## src/rtl/p23_amo_sequencer_if.sv

```systemverilog
// Atomic sequencer bundle: core request/response, memory bus, shared ALU.
// master = sequencer side, slave = core/memory/ALU side.
interface p23_amo_sequencer_if #(
  parameter int ALU_CTRL_WIDTH = 5
);
  logic                      req_valid;
  logic                      req_ready;
  logic [4:0]                req_funct5;
  logic [31:0]               req_addr;
  logic [31:0]               req_rs2;
  logic                      rsp_valid;
  logic [31:0]               rsp_data;
  logic                      rsp_err;
  logic                      mem_valid;
  logic                      mem_ready;
  logic [31:0]               mem_addr;
  logic [3:0]                mem_wstrb;
  logic [31:0]               mem_wdata;
  logic [31:0]               mem_rdata;
  logic [31:0]               alu_a;
  logic [31:0]               alu_b;
  logic [ALU_CTRL_WIDTH-1:0] alu_ctrl;
  logic [31:0]               alu_result;
  logic                      resv_clear;

  modport master (
    input  req_valid, req_funct5, req_addr, req_rs2,
    output req_ready,
    output rsp_valid, rsp_data, rsp_err,
    output mem_valid, mem_addr, mem_wstrb, mem_wdata,
    input  mem_ready, mem_rdata,
    output alu_a, alu_b, alu_ctrl,
    input  alu_result,
    input  resv_clear
  );

  modport slave (
    output req_valid, req_funct5, req_addr, req_rs2,
    input  req_ready,
    input  rsp_valid, rsp_data, rsp_err,
    input  mem_valid, mem_addr, mem_wstrb, mem_wdata,
    output mem_ready, mem_rdata,
    input  alu_a, alu_b, alu_ctrl,
    output alu_result,
    output resv_clear
  );
endinterface

```

## src/rtl/p23_amo_sequencer.sv

```systemverilog
// RV32A sequencer: AMO read-modify-write, LR/SC with one reservation.
// Ports: clk, resetn (sync, active-low), bus (p23_amo_sequencer_if.master).
module p23_amo_sequencer #(
  parameter int ALU_CTRL_WIDTH = 5
) (
  input  logic                 clk,
  input  logic                 resetn,
  p23_amo_sequencer_if.master  bus
);
  typedef logic [ALU_CTRL_WIDTH-1:0] ctrl_t;

  localparam ctrl_t ALU_CTRL_ADD_ADDI = ctrl_t'(0);
  localparam ctrl_t ALU_CTRL_XOR_XORI = ctrl_t'(4);
  localparam ctrl_t ALU_CTRL_OR_ORI   = ctrl_t'(5);
  localparam ctrl_t ALU_CTRL_AND_ANDI = ctrl_t'(6);
  localparam ctrl_t ALU_CTRL_LUI      = ctrl_t'(10);
  localparam ctrl_t ALU_CTRL_MIN      = ctrl_t'(16);
  localparam ctrl_t ALU_CTRL_MAX      = ctrl_t'(17);
  localparam ctrl_t ALU_CTRL_MINU     = ctrl_t'(18);
  localparam ctrl_t ALU_CTRL_MAXU     = ctrl_t'(19);

  typedef enum logic [2:0] {
    S_IDLE, S_RD, S_CALC, S_WR, S_RESP
  } state_t;

  typedef enum logic [1:0] {
    K_AMO, K_LR, K_SC
  } kind_t;

  state_t      state_q, state_d;
  kind_t       kind_q, kind_d;
  ctrl_t       op_q, op_d;
  logic [31:0] addr_q, addr_d;
  logic [31:0] rs2_q, rs2_d;
  logic [31:0] old_q, old_d;
  logic [31:0] new_q, new_d;
  logic        err_q, err_d;
  logic        resv_v_q, resv_v_d;
  logic [29:0] resv_addr_q, resv_addr_d;
  logic [31:0] alu_a_q, alu_a_d;
  logic [31:0] alu_b_q, alu_b_d;
  ctrl_t       alu_ctrl_q, alu_ctrl_d;

  logic  dec_ok;
  kind_t dec_kind;
  ctrl_t dec_op;

  always_comb begin
    dec_ok   = 1'b1;
    dec_kind = K_AMO;
    dec_op   = ALU_CTRL_ADD_ADDI;
    unique case (bus.req_funct5)
      5'b00000: dec_op = ALU_CTRL_ADD_ADDI;
      5'b00001: dec_op = ALU_CTRL_LUI;
      5'b00100: dec_op = ALU_CTRL_XOR_XORI;
      5'b01000: dec_op = ALU_CTRL_OR_ORI;
      5'b01100: dec_op = ALU_CTRL_AND_ANDI;
      5'b10000: dec_op = ALU_CTRL_MIN;
      5'b10100: dec_op = ALU_CTRL_MAX;
      5'b11000: dec_op = ALU_CTRL_MINU;
      5'b11100: dec_op = ALU_CTRL_MAXU;
      5'b00010: dec_kind = K_LR;
      5'b00011: dec_kind = K_SC;
      default:  dec_ok = 1'b0;
    endcase
  end

  logic misal;
  logic sc_hit;
  assign misal  = bus.req_addr[1:0] != 2'b00;
  assign sc_hit = resv_v_q &&
                  (resv_addr_q == bus.req_addr[31:2]);

  always_comb begin
    state_d     = state_q;
    kind_d      = kind_q;
    op_d        = op_q;
    addr_d      = addr_q;
    rs2_d       = rs2_q;
    old_d       = old_q;
    new_d       = new_q;
    err_d       = err_q;
    resv_v_d    = resv_v_q;
    resv_addr_d = resv_addr_q;
    alu_a_d     = alu_a_q;
    alu_b_d     = alu_b_q;
    alu_ctrl_d  = alu_ctrl_q;
    unique case (state_q)
      S_IDLE: begin
        if (bus.req_valid) begin
          kind_d = dec_kind;
          op_d   = dec_op;
          addr_d = bus.req_addr;
          rs2_d  = bus.req_rs2;
          err_d  = 1'b0;
          if (!dec_ok || misal) begin
            // rejected: reservation untouched
            err_d   = 1'b1;
            old_d   = 32'd0;
            state_d = S_RESP;
          end else if (dec_kind == K_SC) begin
            resv_v_d = 1'b0;
            if (sc_hit) begin
              new_d   = bus.req_rs2;
              old_d   = 32'd0;
              state_d = S_WR;
            end else begin
              old_d   = 32'd1;
              state_d = S_RESP;
            end
          end else begin
            state_d = S_RD;
          end
        end
      end
      S_RD: begin
        if (bus.mem_ready) begin
          old_d = bus.mem_rdata;
          if (kind_q == K_LR) begin
            resv_v_d    = 1'b1;
            resv_addr_d = addr_q[31:2];
            state_d     = S_RESP;
          end else begin
            // ALU operands are registered, so load them
            // on the way into CALC
            alu_a_d    = bus.mem_rdata;
            alu_b_d    = rs2_q;
            alu_ctrl_d = op_q;
            state_d    = S_CALC;
          end
        end
      end
      S_CALC: begin
        new_d   = bus.alu_result;
        state_d = S_WR;
      end
      S_WR: begin
        if (bus.mem_ready) state_d = S_RESP;
      end
      S_RESP: state_d = S_IDLE;
      default: state_d = S_IDLE;
    endcase
    // clear beats a same-cycle LR set
    if (bus.resv_clear) resv_v_d = 1'b0;
  end

  always_ff @(posedge clk) begin
    if (!resetn) begin
      state_q     <= S_IDLE;
      kind_q      <= K_AMO;
      op_q        <= ALU_CTRL_ADD_ADDI;
      addr_q      <= 32'd0;
      rs2_q       <= 32'd0;
      old_q       <= 32'd0;
      new_q       <= 32'd0;
      err_q       <= 1'b0;
      resv_v_q    <= 1'b0;
      resv_addr_q <= 30'd0;
      alu_a_q     <= 32'd0;
      alu_b_q     <= 32'd0;
      alu_ctrl_q  <= ALU_CTRL_ADD_ADDI;
    end else begin
      state_q     <= state_d;
      kind_q      <= kind_d;
      op_q        <= op_d;
      addr_q      <= addr_d;
      rs2_q       <= rs2_d;
      old_q       <= old_d;
      new_q       <= new_d;
      err_q       <= err_d;
      resv_v_q    <= resv_v_d;
      resv_addr_q <= resv_addr_d;
      alu_a_q     <= alu_a_d;
      alu_b_q     <= alu_b_d;
      alu_ctrl_q  <= alu_ctrl_d;
    end
  end

  assign bus.req_ready = (state_q == S_IDLE) && resetn;
  assign bus.rsp_valid = state_q == S_RESP;
  assign bus.rsp_err   = (state_q == S_RESP) && err_q;
  assign bus.rsp_data  = (state_q == S_RESP) ? old_q : 32'd0;
  assign bus.mem_valid = (state_q == S_RD) ||
                         (state_q == S_WR);
  assign bus.mem_wstrb = (state_q == S_WR) ? 4'hF : 4'h0;
  assign bus.mem_addr  = addr_q;
  assign bus.mem_wdata = new_q;
  assign bus.alu_a     = alu_a_q;
  assign bus.alu_b     = alu_b_q;
  assign bus.alu_ctrl  = alu_ctrl_q;
endmodule

```

## src/flat_wrapper.sv

```systemverilog
// flat-port wrapper written by rule: the top's interface ports become plain ports
module p23_amo_sequencer_flat 
#(
  parameter int ALU_CTRL_WIDTH = 5
)
  (clk, resetn, bus_req_valid, bus_req_funct5, bus_req_addr, bus_req_rs2, bus_req_ready, bus_rsp_valid, bus_rsp_data, bus_rsp_err, bus_mem_valid, bus_mem_addr, bus_mem_wstrb, bus_mem_wdata, bus_mem_ready, bus_mem_rdata, bus_alu_a, bus_alu_b, bus_alu_ctrl, bus_alu_result, bus_resv_clear);
  p23_amo_sequencer_if #(.ALU_CTRL_WIDTH(ALU_CTRL_WIDTH)) bus_i ();
  input  logic clk;
  input  logic resetn;
  input wire logic [$bits(bus_i.req_valid)-1:0] bus_req_valid;
  input wire logic [$bits(bus_i.req_funct5)-1:0] bus_req_funct5;
  input wire logic [$bits(bus_i.req_addr)-1:0] bus_req_addr;
  input wire logic [$bits(bus_i.req_rs2)-1:0] bus_req_rs2;
  output wire logic [$bits(bus_i.req_ready)-1:0] bus_req_ready;
  output wire logic [$bits(bus_i.rsp_valid)-1:0] bus_rsp_valid;
  output wire logic [$bits(bus_i.rsp_data)-1:0] bus_rsp_data;
  output wire logic [$bits(bus_i.rsp_err)-1:0] bus_rsp_err;
  output wire logic [$bits(bus_i.mem_valid)-1:0] bus_mem_valid;
  output wire logic [$bits(bus_i.mem_addr)-1:0] bus_mem_addr;
  output wire logic [$bits(bus_i.mem_wstrb)-1:0] bus_mem_wstrb;
  output wire logic [$bits(bus_i.mem_wdata)-1:0] bus_mem_wdata;
  input wire logic [$bits(bus_i.mem_ready)-1:0] bus_mem_ready;
  input wire logic [$bits(bus_i.mem_rdata)-1:0] bus_mem_rdata;
  output wire logic [$bits(bus_i.alu_a)-1:0] bus_alu_a;
  output wire logic [$bits(bus_i.alu_b)-1:0] bus_alu_b;
  output wire logic [$bits(bus_i.alu_ctrl)-1:0] bus_alu_ctrl;
  input wire logic [$bits(bus_i.alu_result)-1:0] bus_alu_result;
  input wire logic [$bits(bus_i.resv_clear)-1:0] bus_resv_clear;
  assign bus_i.req_valid = bus_req_valid;
  assign bus_i.req_funct5 = bus_req_funct5;
  assign bus_i.req_addr = bus_req_addr;
  assign bus_i.req_rs2 = bus_req_rs2;
  assign bus_req_ready = bus_i.req_ready;
  assign bus_rsp_valid = bus_i.rsp_valid;
  assign bus_rsp_data = bus_i.rsp_data;
  assign bus_rsp_err = bus_i.rsp_err;
  assign bus_mem_valid = bus_i.mem_valid;
  assign bus_mem_addr = bus_i.mem_addr;
  assign bus_mem_wstrb = bus_i.mem_wstrb;
  assign bus_mem_wdata = bus_i.mem_wdata;
  assign bus_i.mem_ready = bus_mem_ready;
  assign bus_i.mem_rdata = bus_mem_rdata;
  assign bus_alu_a = bus_i.alu_a;
  assign bus_alu_b = bus_i.alu_b;
  assign bus_alu_ctrl = bus_i.alu_ctrl;
  assign bus_i.alu_result = bus_alu_result;
  assign bus_i.resv_clear = bus_resv_clear;
  p23_amo_sequencer #(.ALU_CTRL_WIDTH(ALU_CTRL_WIDTH)) u_core (.clk(clk), .resetn(resetn), .bus(bus_i));
endmodule
```

## config.mk

```make
export PLATFORM = sky130hd
export DESIGN_NAME = p23_amo_sequencer_flat
export DESIGN_NICKNAME = d
export VERILOG_FILES = /design/src/rtl/p23_amo_sequencer_if.sv /design/src/rtl/p23_amo_sequencer.sv /design/src/flat_wrapper.sv
export SDC_FILE = /design/constraint.sdc
export NUM_CORES = 1
export LEC_CHECK = 0
export ABC_AREA = 0
export CORE_ASPECT_RATIO = 0.9
export CORE_MARGIN = 3
export CORE_UTILIZATION = 42
export DETAILED_ROUTE_END_ITERATION = 8
export HOLD_SLACK_MARGIN = 0.15
export PLACE_DENSITY_LB_ADDON = 0.05
export SLEW_MARGIN = 20
export SYNTH_ARGS = -nofsm -noshare
export SYNTH_HDL_FRONTEND = slang
export SYNTH_SLANG_ARGS = --single-unit
```

## constraint.sdc

```tcl
create_clock -name clk -period 2.25 [get_ports clk]
set_clock_uncertainty 0.15 [all_clocks]
set_input_delay 0.675 -clock clk [delete_from_list [all_inputs] [get_ports clk]]
set_output_delay 0.675 -clock clk [all_outputs]
set_load 0.02 [all_outputs]
```

==> run summary, run 1 <==
power per cell area = 640.5 nW/um^2
first-pass GRT wire length = 50.61 mm
slack of the critical path = -0.1671 ns
post-synthesis mux area share = 0
Post-Synth XOR/XNOR Area = 0.02841
Synth Area in Adders = 0
final hold vios = 0
core area = 22,010 sq um
row count = 51
hold buffer count at cts = 0
clock-pin transition on the worst setup and hold timing paths = 0.06 ns
Syn Nets = 1,356
Distinct cells, synth = 41
Pleak = 0.006145 uW
Vias/cell = 5.238
largest net degree at the start of global routing = 75
htree depth = 1
Seq/Total Area, Yosys = 0.5007
Setup Viol. Count Final = 67
Net count, final = 1,695
CTS root buf = clkbuf_16
Synth Area in Compound Gates = 0.1453
CP Capture Type = primary output
Port Buf Inserts = 310
full die area = 24,600 sq um
Synth-to-Final Area Change = 55.80%
die height = 149.1 microns
unrepaired setup endpoints after global routing = true
vias in the first global route = 9,210
CTS tree = built
Startpoint Class = flop
CP peak stage delay = 0.36 ns
utilization after layout = 0.6763
synthesized area = 9557 sq um
DRC violations left = 0
outcome = complete, but fails checks
most common cell after layout, fill and taps aside = nand2_1
classification of the worst setup path = reg -> out
commonest cells after routing, fill and taps aside = 389 x nand2_1, 234 x dfxtp_1, 210 x a21oi_1
crit-path cells = nor2_4 -> buf_12 -> clkbuf_16 -> and3_4 -> buf_6
MaxCap Viol Count = 0
fin crit period = 2.417 ns
clk buf depth = 3
VDD IR max = 477.2 uV
critical-path maximum fanout = 8
CTS Sinks = 239
Final Slew Violations = 0
Via Count = 9,775
Die Wd = 165.0 microns
Placer Congestion = 0.8303
GRT Overall Usage = 0.2559
share of layout cells above drive strength 1 = 0.1602
GRT overflow = 0
Worst-Skew Late Latency = 0.51 ns
f_max = 413.7 MHz
drt pass-1 iters = 5
Avg WL per Cell = 17.92 microns
Min-Delay Path Class = reg -> reg
Worst-Margin Slew = 0.6362 ns
Yosys top cell area share = 0.5007
Critical Path RT = 1.42 ns
max_slew headroom = 0.5714
period utilisation layout = 1.074
Iter 0 DRT Violations = 660
CP max-delay cell = dfxtp_4
Syn Area/Cell = 7.846 sq um
I/O pin cnt = 311
largest family of logic cells by synthesized area = simple AND/OR/NAND/NOR gates
initial antenna violation count = 5
Post-DP HPWL = 20.90 mm
DRT antenna net count = 0
dominant cells by area after synthesis = dfxtp_1 50%, nand2_1 15%, a21oi_1 11%
yosys warns = 0
Simple-Gate Fraction of Synth Area = 0.2753
post-placement cell area = 13,310 sq um
Cells after Synth = 1,218
violated checks = setup timing
Synth Register Bits = 239
design area = 14,890 sq um
Initial Util = 0.4341
TritonCTS Buffers = 25
WP data arrival = 1.59 ns
post-synth top area cell = dfxtp_1
final wirelength = 33.43 mm
-- cells by family after synthesis --
| group | Yosys count |
|---|---|
| buf+inv | 108 |
| flops | 239 |
| xor+xnor | 31 |
| compound gates | 261 |
| simple gates | 579 |
-- state kept, by name, summed over array words and instances (netlist names) --
register	count
u_core.old_q	32
u_core.bus.mem_wdata	32
u_core.state_q	3
u_core.kind_q	2
u_core.bus.mem_addr	32
u_core.resv_addr_q	30
u_core.bus.alu_ctrl	5
u_core.err_q	1
u_core.op_q	5
u_core.bus.alu_a	32
u_core.rs2_q	32
u_core.resv_v_q	1
u_core.bus.alu_b	32
-- Yosys cell counts (all sizes together) --
cell,n
o21bai,1
a211oi,3
xor2,30
xnor2,1
nand2,390
and3,36
nand2b,2
nand3,36
or3,2
a31oi,31
nor2,18
nand4b,3
or4,1
inv,3
nor3,10
nand3b,32
a31o,1
o41a,1
nor2b,2
and2,5
dfxtp,239
a2111o,1
o32ai,1
a21oi,210
o21a,1
o22ai,1
nor4,10
buf,30
clkbuf,75
and4,1
a21o,2
a22oi,1
nand4,31
o21ai,7
-- final timing paths --
kind / cells past startpoint / end / slack [ns] / from
min reg2reg: 2 / u_core.bus.alu_ctrl[1]$_SDFFE_PN0P_ / 0.29 / u_core.op_q[1]$_SDFFE_PN0P_
max reg2reg: 10 / u_core.bus.mem_wdata[5]$_SDFFE_PN0P_ / -0.11 / u_core.resv_addr_q[4]$_SDFFE_PN0P_
min: 2 / u_core.bus.alu_ctrl[1]$_SDFFE_PN0P_ / 0.29 / u_core.op_q[1]$_SDFFE_PN0P_
max: 5 / bus_rsp_data[25] / -0.17 / u_core.state_q[0]$_SDFFE_PN0P_
-- metal layers --
layer,GRT usage,vias to the layer above,routed length (microns)
met5,0,-,21
met3,0.05580,66,2407
met4,0.07631,4,866
met1,0.3472,4577,14500
li1,-,4791,-
met2,0.4094,337,15640
-- repair_timing --
item | 4_1_cts | 5_1_grt
pin swaps | 39 | 32
setup buffers | 20 | 12
gates cloned | 12 | 3
setup endpoints to repair | 209 | 76
resized for setup | 427 | 74
-- final cells by class --
type                            count  area (sq um)
Fill cell                        1929          7126
Sequential cell                   239          4801
Multi-Input combinational cell    871          4583
Timing Repair Buffer              417          4328
Clock buffer                       34         689.4
Tap cell                          291         364.1
Clock inverter                      9         102.6
Inverter                            3         16.27
Antenna cell                        2         5.005
-- critical path, delay by kind of cell (launching register included) --
family                 cells  cell delay, ns
buffers and inverters      3            0.40
DFF                        1            0.36
and+or+nand+nor            2            0.32
-- metrics by stage --
| step | hold slack, ns | power, uW | setup WS, ns | TNS [ns] | instances |
|---|---|---|---|---|---|
| 2_1_floorplan | 0.2773 | 4916 | 0.01013 | 0 | 1218 |
| 3_3_place_gp | 0.2839 | 5551 | -0.7377 | -66.46 | 1780 |
| 3_5_place_dp | 0.2894 | 5553 | -0.8390 | -67.98 | 1780 |
| 4_1_cts | 0.2974 | 9573 | -0.1596 | -8.521 | 1855 |
| 5_1_grt | 0.3103 | 9858 | -0.2137 | -12.27 | 1866 |
| 6_report | 0.2933 | 9537 | -0.1671 | -7.098 | 1866 |
-- report_power, final --
group | switching (uW) | internal, uW
Sequential | 62.0 | 4330
Clock | 1670 | 2370
Combinational | 585 | 519
Note: power is estimated with default switching activity, not from simulation.
==> run 2, diff against run 1 <==
==> constraint.sdc (replaced) <==
create_clock -name clk -period 2 [get_ports clk]
set_clock_uncertainty 0.15 [all_clocks]
set_input_delay 0.6 -clock clk [delete_from_list [all_inputs] [get_ports clk]]
set_output_delay 0.6 -clock clk [all_outputs]
set_load 0.02 [all_outputs]
==> run 2 against run 1 <==
The run still ends with setup timing left; clock power grew 29%; hold slack gained 0.0069 ns; count of clock-buffer cells in the layout is the same; first-iteration DRC count grew 13%; global-route usage shrank 0.50 points; core utilization grew 3.3 points; sequential share of layout area shrank 1.5 points; final area grew 4.9%.
==> run summary, run 2 (same netlist as run 1, synthesis figures left out) <==
total power = 11,620 uW (+22%)
CP max-delay cell = dfxtp_4
crit-path cells = nor2_4 -> buf_12 -> clkbuf_16 -> and3_4 -> buf_6
core area = 22,010 sq um (unchanged)
worst-case reg-to-reg path depth = 10 (unchanged)
Startpoint Class = flop
die height = 149.1 microns (unchanged)
Min-Delay Path Class = reg -> reg
utilization after layout = 0.7095 (+0.03319)
Critical Path RT = 1.25 ns (-0.17 ns)
fin crit period = 2.382 ns
max_slew headroom = 0.6103 (+0.03899)
DRT antenna net count = 0 (unchanged)
MaxCap Viol Count = 0 (unchanged)
CTS Sinks = 239 (unchanged)
GRT Overall Usage = 0.2509 (-0.005032)
vias in the first global route = 9,277 (+0.73%)
Net count, final = 1,712 (+1.0%)
Placer Congestion = 0.8276 (-0.33%)
first-pass GRT wire length = 50.19 mm (-0.83%)
clock share of power = 0.449 (+0.025)
Seq pwr share = 0.426 (-0.035)
DRC violations left = 0 (unchanged)
unrepaired setup endpoints after global routing = true
Vias/cell = 5.304 (+1.3%)
CTS tree = built
I/O pin cnt = 311 (unchanged)
initial antenna violation count = 2 (-3)
Iter 0 DRT Violations = 743 (+13%)
f_max = 419.8 MHz
clk buf depth = 3 (unchanged)
Final Slew Violations = 0 (unchanged)
most common cell after layout, fill and taps aside = nand2_1
share of layout cells above drive strength 1 = 0.2196 (+0.05937)
CP peak stage delay = 0.37 ns (about the same)
drt pass-1 iters = 5 (unchanged)
TritonCTS Buffers = 26 (+4.0%)
slack of the critical path = -0.3820 ns (-0.2149 ns)
P_int = 8831 uW (+22%)
delay-heaviest family, CP = buffers and inverters
P_sw = 2788 uW (+20%)
R2R Path Start = u_core.resv_addr_q[4]$_SDFFE_PN0P_
Fillers = 1,841 (-4.6%)
Port Buf Inserts = 310 (unchanged)
crit path to = bus_rsp_data[6]
commonest cells after routing, fill and taps aside = 369 x nand2_1, 234 x dfxtp_1, 191 x a21oi_1
clock-pin transition on the worst setup and hold timing paths = 0.06 ns (about the same)
Net Sw Frac = 0.2400 (-0.003311)
final wirelength = 34.61 mm (+3.5%)
VDD IR max = 544.3 uV (+14%)
Gate power share = 0.125 (+0.009)
power per cell area = 743.9 nW/um^2 (+16%)
Worst-Margin Slew = 0.5784 ns (-0.05787 ns)
Pleak = 0.006253 uW (+1.7%)
htree depth = 1 (unchanged)
row count = 51 (unchanged)
full die area = 24,600 sq um (unchanged)
CTS root buf = clkbuf_16
WP buf/inv = 3 (unchanged)
stages on the worst setup path = 5 (unchanged)
largest net degree at the start of global routing = 83 (+11%)
Worst-Skew Late Latency = 0.52 ns (about the same)
Synth-to-Final Area Change = 63.45%
GRT overflow = 0 (unchanged)
CP Capture Type = primary output
Post-Place Setup Slack = -1.040 ns (-0.2013 ns)
R2R setup slack = -0.37 ns (-0.26 ns)
RR Endpoint = u_core.state_q[2]$_SDFFE_PN0P_
Antenna diodes = 0 (-2)
critical-path maximum fanout = 5 (-3)
outcome = complete, but fails checks
Via Count = 9,998 (+2.3%)
Setup Viol. Count Final = 79 (+18%)
classification of the worst setup path = reg -> out
final hold vios = 0 (unchanged)
Initial Util = 0.4341 (unchanged)
critical path startpoint = u_core.state_q[0]$_SDFFE_PN0P_
violated checks = setup timing
WP data arrival = 1.63 ns (+0.04 ns)
Post-DP HPWL = 21.27 mm (+1.7%)
Avg WL per Cell = 18.36 microns (+2.5%)
setup TNS = -22.84 ns (-15.74 ns)
hold buffer count at cts = 0 (unchanged)
Die Wd = 165.0 microns (unchanged)
period utilisation layout = 1.191
[run 2: worst min path at each step]
stage	startpoint	end	slack [ns]	cells past startpoint
6_report	u_core.bus.alu_a[23]$_SDFFE_PN0P_	u_core.bus.alu_a[23]$_SDFFE_PN0P_	0.30	2
3_3_place_gp	u_core.old_q[7]$_SDFFE_PN0P_	u_core.old_q[7]$_SDFFE_PN0P_	0.28	2
2_1_floorplan	u_core.old_q[10]$_SDFFE_PN0P_	u_core.old_q[10]$_SDFFE_PN0P_	0.28	2
5_1_grt	u_core.bus.alu_a[21]$_SDFFE_PN0P_	u_core.bus.alu_a[21]$_SDFFE_PN0P_	0.32	2
3_5_place_dp	u_core.old_q[26]$_SDFFE_PN0P_	u_core.old_q[26]$_SDFFE_PN0P_	0.29	2
4_1_cts	u_core.old_q[10]$_SDFFE_PN0P_	u_core.old_q[10]$_SDFFE_PN0P_	0.30	2
[run 2: metrics by stage]
step	cell area, sq um	cells	hold slack [ns]
detailed placement	13520	1797	0.2898
global route	15620	1885	0.3155
CTS	14910	1867	0.2993
global placement	13520	1797	0.2831
finish	15620	1885	0.3002
floorplan	9593	1218	0.2771
[run 2: tightest hold or removal path: stages, from the launching register on]
cell,delay [ns]
dfxtp_1,0.30
nand2_1,0.05
a21oi_1,0.05
[run 2: repair_timing]
action                                  4_1_cts  5_1_grt
endpoints found under the setup margin      282      232
gates resized for setup                     491      153
pin swaps                                    57       60
cloned                                        7       14
setup buffers                                15        9
[run 2: cell type report]
class / instances / area [sq um] / share of cell area
clock buffers: 34 / 742.0 / 0.04750
clock inverters: 14 / 197.7 / 0.01266
repair buffers: 433 / 4626 / 0.2961
multi-input cells: 871 / 4873 / 0.3120
well taps: 291 / 364.1 / 0.02331
flip-flops and latches: 239 / 4798 / 0.3072
inverters: 3 / 18.77 / 0.001202
[run 2: power groups by stage]
stage	Combinational, uW	Sequential [uW]	Clock [uW]
detailed placement	1230	5050	0
CTS	1270	4940	5290
finish	1450	4940	5220
floorplan	427	5100	0
global placement	1230	5050	0
global route	1540	4960	5510
[run 2: per-layer routing]
layer,track usage,share of wire
met5,0,0.00078
met4,0.06499,0.023
met3,0.04886,0.072
met2,0.4117,0.48
met1,0.3396,0.42
